`src/rtl/chunked_negator_pkg.sv`:
```
// Shared encodings and helpers for the chunked two's-complement sign unit.
package negator_pkg;

  typedef enum logic [1:0] {
    MODE_PASS = 2'b00,
    MODE_NEG  = 2'b01,
    MODE_ABS  = 2'b10,
    MODE_NABS = 2'b11
  } mode_t;

  typedef enum logic [1:0] {
    IDLE = 2'b00,
    RUN  = 2'b01,
    DONE = 2'b10
  } state_t;

  // Whether the operand must be negated, given the mode and the operand sign bit.
  function automatic logic effNegOf(mode_t m, logic sign);
    logic r;
    case (m)
      MODE_NEG:  r = 1'b1;
      MODE_ABS:  r = sign;
      MODE_NABS: r = ~sign;
      default:   r = 1'b0;
    endcase
    return r;
  endfunction

endpackage

```
`src/rtl/chunked_negator_if.sv`:
```
// Start/busy/done handshake plus operand and result bus of the sign unit.
interface chunked_negator_if #(
  parameter int nrOfBits = 32
);
  import negator_pkg::*;

  logic                start;
  mode_t               mode;
  logic [nrOfBits-1:0] dataX;
  logic                busy;
  logic                done;
  logic [nrOfBits-1:0] result;
  logic                overflow;

  modport master (
    output start, mode, dataX,
    input  busy, done, result, overflow
  );

  modport slave (
    input  start, mode, dataX,
    output busy, done, result, overflow
  );

endinterface

```
`src/rtl/chunked_negator_chunk.sv`:
```
// One chunk of the negator: y = en ? ~x + cin : x, carry-out only when enabled.
module negator_chunk #(
  parameter int chunkBits = 8
) (
  input  logic [chunkBits-1:0] x,
  input  logic                 cin,
  input  logic                 en,
  output logic [chunkBits-1:0] y,
  output logic                 cout
);

  logic [chunkBits:0] sum;

  assign sum  = {1'b0, ~x} + {{chunkBits{1'b0}}, cin};
  assign y    = en ? sum[chunkBits-1:0] : x;
  assign cout = en & sum[chunkBits];

endmodule

```
`src/rtl/chunked_negator.sv`:
```
// Multi-cycle pass/negate/abs/neg-abs unit, one chunk per cycle, LSB chunk first.
module chunked_negator #(
  parameter int nrOfBits  = 32,
  parameter int chunkBits = 8
) (
  input logic              clock,
  input logic              reset,
  chunked_negator_if.slave bus
);
  import negator_pkg::*;

  localparam int nrOfChunks = nrOfBits / chunkBits;
  localparam int idxBits    = (nrOfChunks > 1) ? $clog2(nrOfChunks) : 1;
  localparam logic [idxBits-1:0] lastIdx = idxBits'(nrOfChunks - 1);

  if (nrOfBits % chunkBits != 0) begin : gChunkCheck
    $error("chunked_negator: nrOfBits must be a multiple of chunkBits");
  end

  state_t               state;
  mode_t                modeReg;
  logic [nrOfBits-1:0]  opReg;
  logic [nrOfBits-1:0]  workReg;
  logic [nrOfBits-1:0]  workNext;
  logic [idxBits-1:0]   idx;
  logic                 carry;
  logic                 effNeg;
  logic                 lastChunk;
  logic [chunkBits-1:0] chunkX;
  logic [chunkBits-1:0] chunkY;
  logic                 chunkCout;

  // effNeg is re-derived from the held mode and operand sign instead of being stored.
  assign effNeg    = effNegOf(modeReg, opReg[nrOfBits-1]);
  assign chunkX    = opReg[int'(idx)*chunkBits +: chunkBits];
  assign lastChunk = (idx == lastIdx);

  negator_chunk #(.chunkBits(chunkBits)) uChunk (
    .x    (chunkX),
    .cin  (carry),
    .en   (effNeg),
    .y    (chunkY),
    .cout (chunkCout)
  );

  // Work register with the current chunk merged in; feeds both work and result.
  always_comb begin
    workNext = workReg;
    workNext[int'(idx)*chunkBits +: chunkBits] = chunkY;
  end

  // Handshake FSM, chunk sequencing and all registered outputs.
  always_ff @(posedge clock) begin
    if (reset) begin
      state        <= IDLE;
      modeReg      <= MODE_PASS;
      opReg        <= '0;
      workReg      <= '0;
      idx          <= '0;
      carry        <= 1'b0;
      bus.busy     <= 1'b0;
      bus.done     <= 1'b0;
      bus.result   <= '0;
      bus.overflow <= 1'b0;
    end else begin
      case (state)
        IDLE, DONE: begin
          bus.done <= 1'b0;
          if (bus.start) begin
            opReg    <= bus.dataX;
            modeReg  <= bus.mode;
            carry    <= effNegOf(bus.mode, bus.dataX[nrOfBits-1]);
            idx      <= '0;
            bus.busy <= 1'b1;
            state    <= RUN;
          end else begin
            state <= IDLE;
          end
        end
        RUN: begin
          workReg <= workNext;
          carry   <= effNeg ? chunkCout : carry;
          idx     <= idx + 1'b1;
          if (lastChunk) begin
            bus.result   <= workNext;
            bus.overflow <= effNeg & opReg[nrOfBits-1] & workNext[nrOfBits-1];
            bus.busy     <= 1'b0;
            bus.done     <= 1'b1;
            state        <= DONE;
          end
        end
        default: state <= IDLE;
      endcase
    end
  end

endmodule
```
`src/flat_wrapper.sv`:
```
// flat-port wrapper written by rule: the top's interface ports become plain ports
module chunked_negator_flat import negator_pkg::*;
#(
  parameter int nrOfBits  = 32,
  parameter int chunkBits = 8
)
  (clock, reset, bus_start, bus_mode, bus_dataX, bus_busy, bus_done, bus_result, bus_overflow);
  chunked_negator_if #(.nrOfBits(nrOfBits)) bus_i ();
  input logic clock;
  input logic reset;
  input wire logic [$bits(bus_i.start)-1:0] bus_start;
  input wire logic [$bits(bus_i.mode)-1:0] bus_mode;
  input wire logic [$bits(bus_i.dataX)-1:0] bus_dataX;
  output wire logic [$bits(bus_i.busy)-1:0] bus_busy;
  output wire logic [$bits(bus_i.done)-1:0] bus_done;
  output wire logic [$bits(bus_i.result)-1:0] bus_result;
  output wire logic [$bits(bus_i.overflow)-1:0] bus_overflow;
  assign bus_i.start = bus_start;
  assign bus_i.mode = bus_mode;
  assign bus_i.dataX = bus_dataX;
  assign bus_busy = bus_i.busy;
  assign bus_done = bus_i.done;
  assign bus_result = bus_i.result;
  assign bus_overflow = bus_i.overflow;
  chunked_negator #(.nrOfBits(nrOfBits), .chunkBits(chunkBits)) u_core (.clock(clock), .reset(reset), .bus(bus_i));
endmodule
```
`config.mk`:
```
export PLATFORM = sky130hd
export DESIGN_NAME = chunked_negator_flat
export DESIGN_NICKNAME = d
export VERILOG_FILES = /design/src/rtl/chunked_negator_pkg.sv /design/src/rtl/chunked_negator_if.sv /design/src/rtl/chunked_negator_chunk.sv /design/src/rtl/chunked_negator.sv /design/src/flat_wrapper.sv
export SDC_FILE = /design/constraint.sdc
export NUM_CORES = 1
export LEC_CHECK = 0
export ABC_CLOCK_PERIOD_IN_PS = 4700
export CORE_UTILIZATION = 25
export DETAILED_ROUTE_END_ITERATION = 6
export GPL_TIMING_DRIVEN = 0
export PLACE_DENSITY = 0.46
export REMOVE_ABC_BUFFERS = 1
export SLEW_MARGIN = 0
export SYNTH_ARGS = -nofsm -noshare
export SYNTH_HDL_FRONTEND = slang
export SYNTH_SLANG_ARGS = --single-unit
```
`constraint.sdc`:
```
create_clock -name clock -period 4.7 [get_ports clock]
set_clock_uncertainty 0.1 [all_clocks]
set_input_delay 1.41 -clock clock [delete_from_list [all_inputs] [get_ports clock]]
set_output_delay 1.41 -clock clock [all_outputs]
set_load 0.03 [all_outputs]
```
==> results of run 1 <==
[metrics by stage]
step	total power (uW)	instance area [sq um]
final	2010	6470
after global routing	2090	6470
after global placement	1250	6060
after floorplan	1120	5010
after CTS	2040	6460
after detailed placement	1260	6160
[sequential cells by signal (all words and copies together), names as in the netlist]
register and flops:
u_core.bus.overflow 1, u_core.workReg 32, u_core.bus.done 1, u_core.state 2, u_core.idx 2, u_core.carry 1, u_core.modeReg 2, u_core.bus.result 32
u_core.bus.busy 1, u_core.opReg 32
[metal layers]
layer / GRT usage [%] / wire length [microns] / vias to the layer above
met2: 25.2 / 7690 / 171
met5: 0 / 0 / -
li1: - / - / 2346
met4: 5.21 / 297 / 0
met1: 19.8 / 7330 / 2343
met3: 2.88 / 947 / 23
[final cells by class]
type / instances / area [sq um]
multi-input combinational: 460 / 2880
tap: 270 / 338
sequential: 106 / 2120
clock buffer: 11 / 243
clock inverter: 5 / 53.8
inverter: 10 / 37.5
timing repair buffer: 76 / 797
fill: 2125 / 13900
[cell families (layout without fill, tap and decap cells)]
group / after synthesis / in the layout / synth area share, %
AND/OR/NAND/NOR: 263 / 263 / 23.8
AO/OA/AOI/OAI: 156 / 156 / 20.1
flip-flops: 106 / 106 / 40.6
adder cells (fa/ha/maj): 8 / 8 / 1.92
multiplexers: 27 / 27 / 7.76
buffers and inverters: 59 / 102 / 4.76
XOR/XNOR: 6 / 6 / 1.01
[power by group]
part	internal [uW]	switching (uW)	leakage (uW)	total, uW
Sequential	923	24.6	0.000860	948
Combinational	106	192	0.00115	297
Clock	426	340	0.000149	766
[how the worst max path moves through the flow]
stage                            endpoint          start
floorplan           u_core.bus.result[21]  u_core.idx[0]
global placement     u_core.bus.result[3]          reset
detailed placement      u_core.workReg[4]  u_core.idx[0]
CTS                     u_core.workReg[4]  u_core.idx[0]
global route            u_core.workReg[4]  u_core.idx[0]
finish                  u_core.workReg[4]  u_core.idx[0]
[synth_stat cells, drive strengths merged, types with 2 or more instances]
library cell  count  area (sq um)
a21oi            57           285
or4               5          37.5
nor3b             5          37.5
nor4bb            3          30.0
nor4              9          71.3
mux4             10           233
xor2              2          17.5
or3               7          43.8
nand3             7          35.0
inv               8          30.0
nor2b             4          25.0
o31ai            13          97.6
buf              13          76.3
o211ai            3          22.5
dfxtp           106          2120
clkinv            2          7.51
a22oi            17           128
a31oi            11          68.8
a32oi             4          35.0
ha                8           100
nand3b            6          45.0
mux2              2          22.5
nor2             70           263
nand2            96           360
o21bai            5          37.5
o21ai             7          35.0
a311oi            3          26.3
nand2b            2          12.5
and3              7          43.8
xnor2             4          35.0
a221oi           21           184
clkbuf           36           135
nor3             26           130
mux2i            15           150
or2               5          33.8
a211oi            7          52.6
nand4             7          43.8
[cell usage in the layout, fill, tap and decap left out, types with 3 or more instances in the layout]
cell type / n
nand3b_1: 6
a211oi_1: 7
nor2b_1: 3
o211ai_1: 3
nand3_1: 7
a22oi_1: 17
dfxtp_1: 106
inv_1: 7
nor4_1: 8
nor3b_1: 5
ha_1: 8
mux4_2: 8
a311oi_1: 3
and3_1: 7
clkdlybuf4s50_1: 70
o21bai_1: 5
clkbuf_16: 9
o21ai_0: 6
a21oi_1: 57
nor3_1: 26
mux2i_1: 15
or2_1: 3
a221oi_1: 21
clkinv_2: 3
or3_1: 7
nor2_1: 70
o31ai_1: 13
nand4_1: 7
xnor2_1: 4
nor4bb_2: 3
a32oi_1: 4
nand2_1: 96
a31oi_1: 11
or4_1: 5
[critical path: cells and delay by family (launching register included)]
kind | cells | cell delay, ns
buf+inv | 1 | 0.29
flops | 1 | 1.23
simple gates | 3 | 1.62
fa+ha+maj | 1 | 0.53
compound gates | 1 | 0.15
==> flow_metrics.tcl, run 1 <==
set metrics [dict create \
    fin_crit_sh_pct 85.1 \
    cp_cell_sequence "inv_2, ha_1, nor4bb_2, nand2_1, or3_1, a31oi_1" \
    hp-class "flop to flop" \
    layout.cells.non_filler 938 \
    worst_ep_arrival_time_ns 4.19 \
    synth_edf_count 0 \
    powerDensity_mw_per_mm2 311 \
    cts_resized 0 \
    timing.max_cap.violations 0 \
    cts_tree "yes" \
    ys_seq_area_share_pct 40.6 \
    rows 52 \
    drc 0 \
    r2r-end "u_core.workReg[4]" \
    p_leak_uw 0.00216 \
    min_period_ns 4.00 \
    yosysWarnings 0 \
    track_usage_pct 15.2 \
    place_congestion 0.817 \
    worst_pin_slew_ns 1.35 \
    crit_required_ns 4.89 \
    cts_buffer_depth 2 \
    path_clk_slew_ns 0.07 \
    grt_max_degree 65 \
    fp.dieArea_sq_mm 0.0215 \
    clock_sinks 106 \
    ir_drop_mv 0.156 \
    syn_inst 625 \
    cts_hold_buf 0 \
    area_growth_pct 23.8 \
    coreArea_sq_mm 0.0204 \
    nets 708 \
    fin_ws_ns 0.699 \
    antenna_left 0 \
    finalSetupViolCount 0 \
    r2r_setup_slack_ns 0.70 \
    slew_violations 0 \
    htreeDepth 3 \
    slew_headroom_pct 9.63 \
    postCtsSetupRepairBufs 0 \
    syn-mean-instance-area_sq_um 8.36 \
    final_util_pct 31.8 \
    tns_ns 0 \
    critPathLaunchType "flop" \
    placed_cells 922 \
    grt_pass1_vias 4623 \
    die_w_microns 147 \
    synthArstFlopShare_pct 0 \
    numCtsBuffers 9 \
    worst-setup-path-type "flop to flop" \
    synth_ff_type "dfxtp_1" \
    hold_path_end "u_core.opReg[4]" \
    drt-pass1-iter-count 5 \
    post_drt_wl_per_cell_microns 17.3 \
    clock_latency_ns 0.36 \
    status "completed" \
    rsz0062_at_grt "no" \
    critPathMaxFanout 25 \
    dp_slack_ns 0.382 \
    synthDistinctLibCells 58 \
    vias_per_cell 5.21 \
    io-pin-count 72 \
    hold_start "u_core.opReg[4]" \
    start_util_pct 25.7 \
    max_stage_delay_ns 1.23 \
    holdPathStages 2 \
    r2r-start "u_core.idx[0]" \
    grt-ovfl-total 0 \
    clockRootBuffer "clkbuf_16" \
    fin_hold_ws_ns 0.354 \
    drive_above_1_share_pct 6.29 \
    reg2regPathDepth 6 \
    vias 4883 \
    hold_violations 0 \
    slowest_stage "dfxtp_1" \
    drtIter0Drc 355 \
    syn_area_sq_mm 0.00523 \
    die_h_microns 147 \
    diodes 0 \
    cp-end-kind "flop" \
    synth-seq-cells 106 \
    port_buffers 71 \
    antenna_found_initial 0 \
    dp_hpwl_microns 11000 \
    fmax_mhz 250 \
    wirelength_microns 16300 \
    grt_pass1_wl_microns 25400 \
]
Power figures use the tool's default switching activity.
==> run 2, diff against run 1 <==
--- a/config.mk
+++ b/config.mk
@@ -14,4 +14,5 @@
 export SLEW_MARGIN = 0
 export SYNTH_ARGS = -nofsm -noshare
 export SYNTH_HDL_FRONTEND = slang
+export SYNTH_HIERARCHICAL = 1
 export SYNTH_SLANG_ARGS = --single-unit
==> run 2 against run 1 <==
- utilization barely moved
- setup slack improved by 0.26 ns
- register-to-register slack improved by 0.26 ns
- wire length fell by 31%
- critical endpoint is now u_core/workReg[15]
- die area fell by 13%
- power fell by 5.2%
- critical path type unchanged
- synthesized area fell by 13%
- sequential share of layout area rose by 4.5 points
- maximum frequency rose by 7.0%
- non-clock buffer count fell by 4
- final area fell by 12%
- count of clock-buffer cells in the layout rose by 1
- highest routed layer unchanged
==> flow_metrics.tcl, run 2 <==
set metrics [dict create \
    grt_pass1_vias 3650 \
    antenna_found_initial 0 \
    syn_area_sq_mm 0.00456 \
    worst-setup-path-type "flop to flop" \
    hp-class "flop to flop" \
    synth_top_area_cell "dfxtp_1" \
    slowest_stage "dfxtp_1" \
    fp.dieArea_sq_mm 0.0188 \
    synth_ff_type "dfxtp_1" \
    coreArea_sq_mm 0.0179 \
    crit_required_ns 4.87 \
    syn_inst 526 \
    clock_sinks 106 \
    htreeDepth 3 \
    min_period_ns 3.74 \
    diodes 0 \
    cts_hold_buf 0 \
    vias 3797 \
    placed_area_sq_mm 0.00539 \
    fin_hold_ws_ns 0.353 \
    most-common-layout-cells "dfxtp_1 (106), nand2_1 (89), nor2_1 (81), clkdlybuf4s50_1 (70), a21oi_1 (39)" \
    post_drt_wl_per_cell_microns 13.9 \
    p_leak_uw 0.00194 \
    die_w_microns 137 \
    status "completed" \
    die_h_microns 137 \
    area_growth_pct 24.8 \
    rows 49 \
    ir_drop_mv 0.187 \
    cts_tree "yes" \
    slew_headroom_pct 16.8 \
    fin_crit_sh_pct 79.6 \
    io-pin-count 72 \
    path_clk_slew_ns 0.07 \
    worst_ep_arrival_time_ns 3.91 \
    timing.max_cap.violations 0 \
    hold_violations 0 \
    total_power_uw 1910 \
    critPathLaunchType "flop" \
    synth_common_cells "dfxtp_1 (106), nand2_1 (89), nor2_1 (81)" \
    syn-mean-instance-area_sq_um 8.67 \
    clockRootBuffer "clkbuf_16" \
    cts_resized 0 \
    dp_hpwl_microns 7590 \
    final_design_area_no_fill_sq_mm 0.00569 \
    grt_max_degree 65 \
    synth_top_cell_area_share_pct 46.6 \
    synthDistinctLibCells 44 \
    ys_seq_area_share_pct 46.6 \
    rsz0062_at_grt "no" \
    vias_per_cell 4.75 \
    drt-pass1-iter-count 5 \
    final_common_cell "dfxtp_1" \
    critPathMaxFanout 20 \
    cts_buffer_depth 2 \
    start_util_pct 25.5 \
    synth_edf_count 0 \
    nets 611 \
    drive_above_1_share_pct 8.23 \
    antenna_left 0 \
    numCtsBuffers 9 \
    netlist_top_cells_area "dfxtp_1 (47%), nand2_1 (7.3%), nor2_1 (6.7%)" \
    track_usage_pct 12.6 \
    drc 0 \
    max_stage_delay_ns 1.05 \
    slew_violations 0 \
    place_congestion 0.708 \
    drtIter0Drc 205 \
    worst_pin_slew_ns 1.25 \
    powerDensity_mw_per_mm2 335 \
    grt_pass1_wl_microns 18000 \
    cp_cell_sequence "mux4_2, inv_1, ha_1, or3b_1, o41ai_2, xnor2_1, nand2_1, o22ai_1, nor2_1, a211oi_1" \
    reg_top3 "u_core/bus.result x32, u_core/opReg x32, u_core/workReg x32" \
    cp-end-kind "flop" \
    port_buffers 71 \
    finalSetupViolCount 0 \
    postCtsSetupRepairBufs 0 \
    synthArstFlopShare_pct 0 \
    grt-ovfl-total 0 \
    clock_latency_ns 0.35 \
    yosysWarnings 6 \
    fmax_mhz 267 \
    wirelength_microns 11100 \
    synth-seq-cells 106 \
    post-synth-top-count-cell "dfxtp_1" \
]
## run 2: cell types whose count changed after synthesis, moves of 8 or more
cell,before,now
a21oi_1,57,39
clkbuf_1,36,20
nor4_1,8,0
buf_2,4,14
a31oi_1,11,0
o31ai_1,13,0
mux2i_1,15,0
nor2_1,70,81
## run 2: cell families after synthesis
family,after synthesis,share of synthesized area (%)
DFF,106,46.6
xor gates and xnor gates,9,1.73
muxes,8,3.95
buffers and inverters,58,5.65
and+or+nand+nor,225,22.3
AOI/OAI and AO/OA,112,17.6
adders and majority gates,8,2.20
## run 2: final cells by class
cell class,count,area (sq um)
fill,1905,12200
multi-input combinational,362,2190
sequential,106,2120
timing repair buffer,72,736
tap,229,287
clock buffer,12,267
inverter,15,56.3
clock inverter,4,25.0
## run 2: power breakdown
group          total [uW]  internal (uW)  switching (uW)
logic                 229           89.3             139
clock network         730            401             329
registers             949            928            21.1
## run 2: per-stage QoR
step           instances  TNS, ns  worst slack (ns)  util (%)
4_1_cts              800        0             0.924      31.7
6_report             800        0             0.961      31.8
2_1_floorplan        483        0              1.44         -
3_5_place_dp         784        0             0.943      30.1
3_3_place_gp         783   -34.59            -0.444      29.9
5_1_grt              800        0             0.711      31.8
## run 2: worst paths after layout
| kind | start | end | slack (ns) | cells past startpoint |
|---|---|---|---|---|
| max | u_core/idx[0] | u_core/workReg[15] | 0.96 | 10 |
| max reg2reg | u_core/idx[0] | u_core/workReg[15] | 0.96 | 10 |
| min | u_core/opReg[28] | u_core/opReg[28] | 0.35 | 2 |
| min reg2reg | u_core/opReg[28] | u_core/opReg[28] | 0.35 | 2 |
## run 2: layer usage
metal,vias up,track usage [%],part of all wire (%)
met5,-,0,0
met4,0,5.31,1.7
met3,15,3.30,4.9
met2,99,21.2,49
met1,1777,15.1,45
li1,1906,-,-
## run 2: worst max-delay path: cells and delay by family (launching register included)
kind	cells	cell delay, ns
AO/OA/AOI/OAI	3	0.69
flip-flops	1	1.05
multiplexers	1	0.62
adder cells (fa/ha/maj)	1	0.16
AND/OR/NAND/NOR	3	0.56
XOR/XNOR	1	0.35
buffers and inverters	1	0.12
==> run 3, diff against run 2 <==
--- a/config.mk
+++ b/config.mk
@@ -5,11 +5,11 @@
 export SDC_FILE = /design/constraint.sdc
 export NUM_CORES = 1
 export LEC_CHECK = 0
-export ABC_CLOCK_PERIOD_IN_PS = 4700
+export ABC_CLOCK_PERIOD_IN_PS = 3400
 export CORE_UTILIZATION = 25
 export DETAILED_ROUTE_END_ITERATION = 6
 export GPL_TIMING_DRIVEN = 0
-export PLACE_DENSITY = 0.46
+export PLACE_DENSITY = 0.48
 export REMOVE_ABC_BUFFERS = 1
 export SLEW_MARGIN = 0
 export SYNTH_ARGS = -nofsm -noshare
==> constraint.sdc (replaced) <==
create_clock -name clock -period 3.4 [get_ports clock]
set_clock_uncertainty 0.1 [all_clocks]
set_input_delay 1.02 -clock clock [delete_from_list [all_inputs] [get_ports clock]]
set_output_delay 1.02 -clock clock [all_outputs]
set_load 0.03 [all_outputs]
==> run 3 against run 2 <==
- sequential share of layout area down 0.24 points
- wire length grew 1.2%
- maximum frequency up 17%
- global-route usage grew 0.092 points
- power up 43%
- hold slack improved by 0.0029 ns
- via count rose by 0.58%
- utilization rose by 0.28 points
- final area rose by 0.88%
- register-to-register slack worse by 0.76 ns
- critical endpoint is now u_core/workReg[13]
- largest cell class unchanged
==> flow_metrics.tcl, run 3 (same netlist as run 2, synthesis figures left out) <==
set metrics [dict create \
    status "completed" \
    dp_slack_ns -0.401 \
    fin_crit_sh_pct 94.0 \
    max_stage_delay_ns 0.56 \
    critPathLaunchType "flop" \
    grt_max_degree 67 \
    place_congestion 0.763 \
    drtIter0Drc 287 \
    finalSetupViolCount 0 \
    drc 0 \
    fillers 1884 \
    coreArea_sq_mm 0.0179 \
    cp_cell_sequence "mux4_2, inv_1, ha_1, or4b_4, o21ai_2, xnor2_1, nand2_1, o22ai_1, nor2_1, a211oi_1" \
    most-common-layout-cells "dfxtp_1 (104), nand2_1 (89), nor2_1 (81), clkdlybuf4s50_1 (70), a21oi_1 (39)" \
    wirelength_microns 11300 \
    worst-setup-path-type "flop to flop" \
    antenna_found_initial 0 \
    htreeDepth 3 \
    track_usage_pct 12.7 \
    fin_ws_ns 0.206 \
    worst_ep_arrival_time_ns 3.35 \
    grt-ovfl-total 0 \
    vias_per_cell 4.76 \
    final_common_cell "dfxtp_1" \
    critPathMaxFanout 20 \
    nets 613 \
    slew_headroom_pct 17.9 \
    drive_above_1_share_pct 8.38 \
    io-pin-count 72 \
    hold_violations 0 \
    grt_pass1_vias 3675 \
    post_drt_wl_per_cell_microns 14.1 \
    grt_pass1_wl_microns 18500 \
    start_util_pct 25.5 \
    slew_violations 0 \
    crit_required_ns 3.55 \
    cts_hold_buf 0 \
    grt_busiest_layer "met2" \
    cts_tree "yes" \
    seqCellArea_sq_mm 0.00213 \
    path_depth 10 \
    dp_hpwl_microns 7630 \
    cts_buffer_depth 2 \
    clockRootBuffer "clkbuf_16" \
    fp.dieArea_sq_mm 0.0188 \
    path_buf_inv 1 \
    vias 3819 \
    rsz0062_at_grt "no" \
    r2r_setup_slack_ns 0.21 \
    port_buffers 71 \
    postCtsSetupRepairBufs 0 \
    ir_drop_mv 0.265 \
    powerDensity_mw_per_mm2 475 \
    clock_latency_ns 0.34 \
    die_w_microns 137 \
    slowest_stage "dfxtp_4" \
    path_clk_slew_ns 0.07 \
    min_period_ns 3.19 \
    drt-pass1-iter-count 5 \
    numCtsBuffers 9 \
    worst_pin_slew_ns 1.23 \
    holdPathStages 2 \
    grt_use_met3_pct 3.04 \
    reg_top3 "u_core/bus.result x32, u_core/opReg x32, u_core/workReg x32" \
    multi_input_area_sq_mm 0.00219 \
    tns_ns 0 \
    critical_path.top_delay_family "simple AND/OR/NAND/NOR gates" \
    globalRouteMet2Util_pct 20.4 \
    timing.max_cap.violations 0 \
    cp-end-kind "flop" \
    hp-class "flop to flop" \
    antenna_left 0 \
    fmax_mhz 313 \
    diodes 0 \
    p_leak_uw 0.00197 \
    die_h_microns 137 \
    rows 49 \
    gr-usage-met1_pct 16.7 \
    reg2regPathDepth 10 \
    area_growth_pct 25.9 \
    clock_sinks 106 \
]
-- run 3: cell type report --
class | instances | area share, %
multi-input cells | 362 | 38.2
flip-flops and latches | 106 | 37.1
repair buffers | 74 | 13.2
clock buffers | 15 | 5.02
well taps | 229 | 4.99
inverters | 15 | 0.981
clock inverters | 1 | 0.523
-- run 3: layer usage --
layer	wire [microns]	vias to the layer above	part of all wire, %
li1	-	1916	-
met2	5320	115	47
met5	0	-	0
met4	78	0	0.69
met1	5360	1782	47
met3	526	6	4.7
-- run 3: worst register-to-register path: cells and delay by family, from the launching register on --
family,cells,cell delay (ns)
flip-flops,1,0.56
adder cells (fa/ha/maj),1,0.19
AO/OA/AOI/OAI,3,0.57
AND/OR/NAND/NOR,3,0.67
buffers and inverters,1,0.12
multiplexers,1,0.57
XOR/XNOR,1,0.32
-- run 3: per-stage QoR --
step	cell area (sq um)	instances	hold slack (ns)	util [%]	power [uW]
2_1_floorplan	4360	483	0.327	-	1520
3_3_place_gp	5350	783	0.342	29.9	1650
3_5_place_dp	5390	785	0.346	30.1	1660
4_1_cts	5710	801	0.356	31.9	2760
5_1_grt	5740	802	0.372	32.0	2850
6_report	5740	802	0.356	32.0	2720
-- run 3: path summary, 6_finish.rpt --
path,start,endpoint
worst max-delay path,u_core/idx[0],u_core/workReg[13]
worst max register to register,u_core/idx[0],u_core/workReg[13]
worst min register to register,u_core/opReg[9],u_core/opReg[9]
worst min-delay path,u_core/opReg[9],u_core/opReg[9]
-- run 3: repair_timing --
action / 4_1_cts / 5_1_grt
pin swaps: 0 / 0
gates resized for setup: 3 / 1
setup endpoints to repair: 40 / 1
-- run 3: power by group --
| group | internal (uW) | switching, uW |
|---|---|---|
| Combinational | 125 | 199 |
| Clock | 652 | 435 |
| Sequential | 1280 | 29.7 |
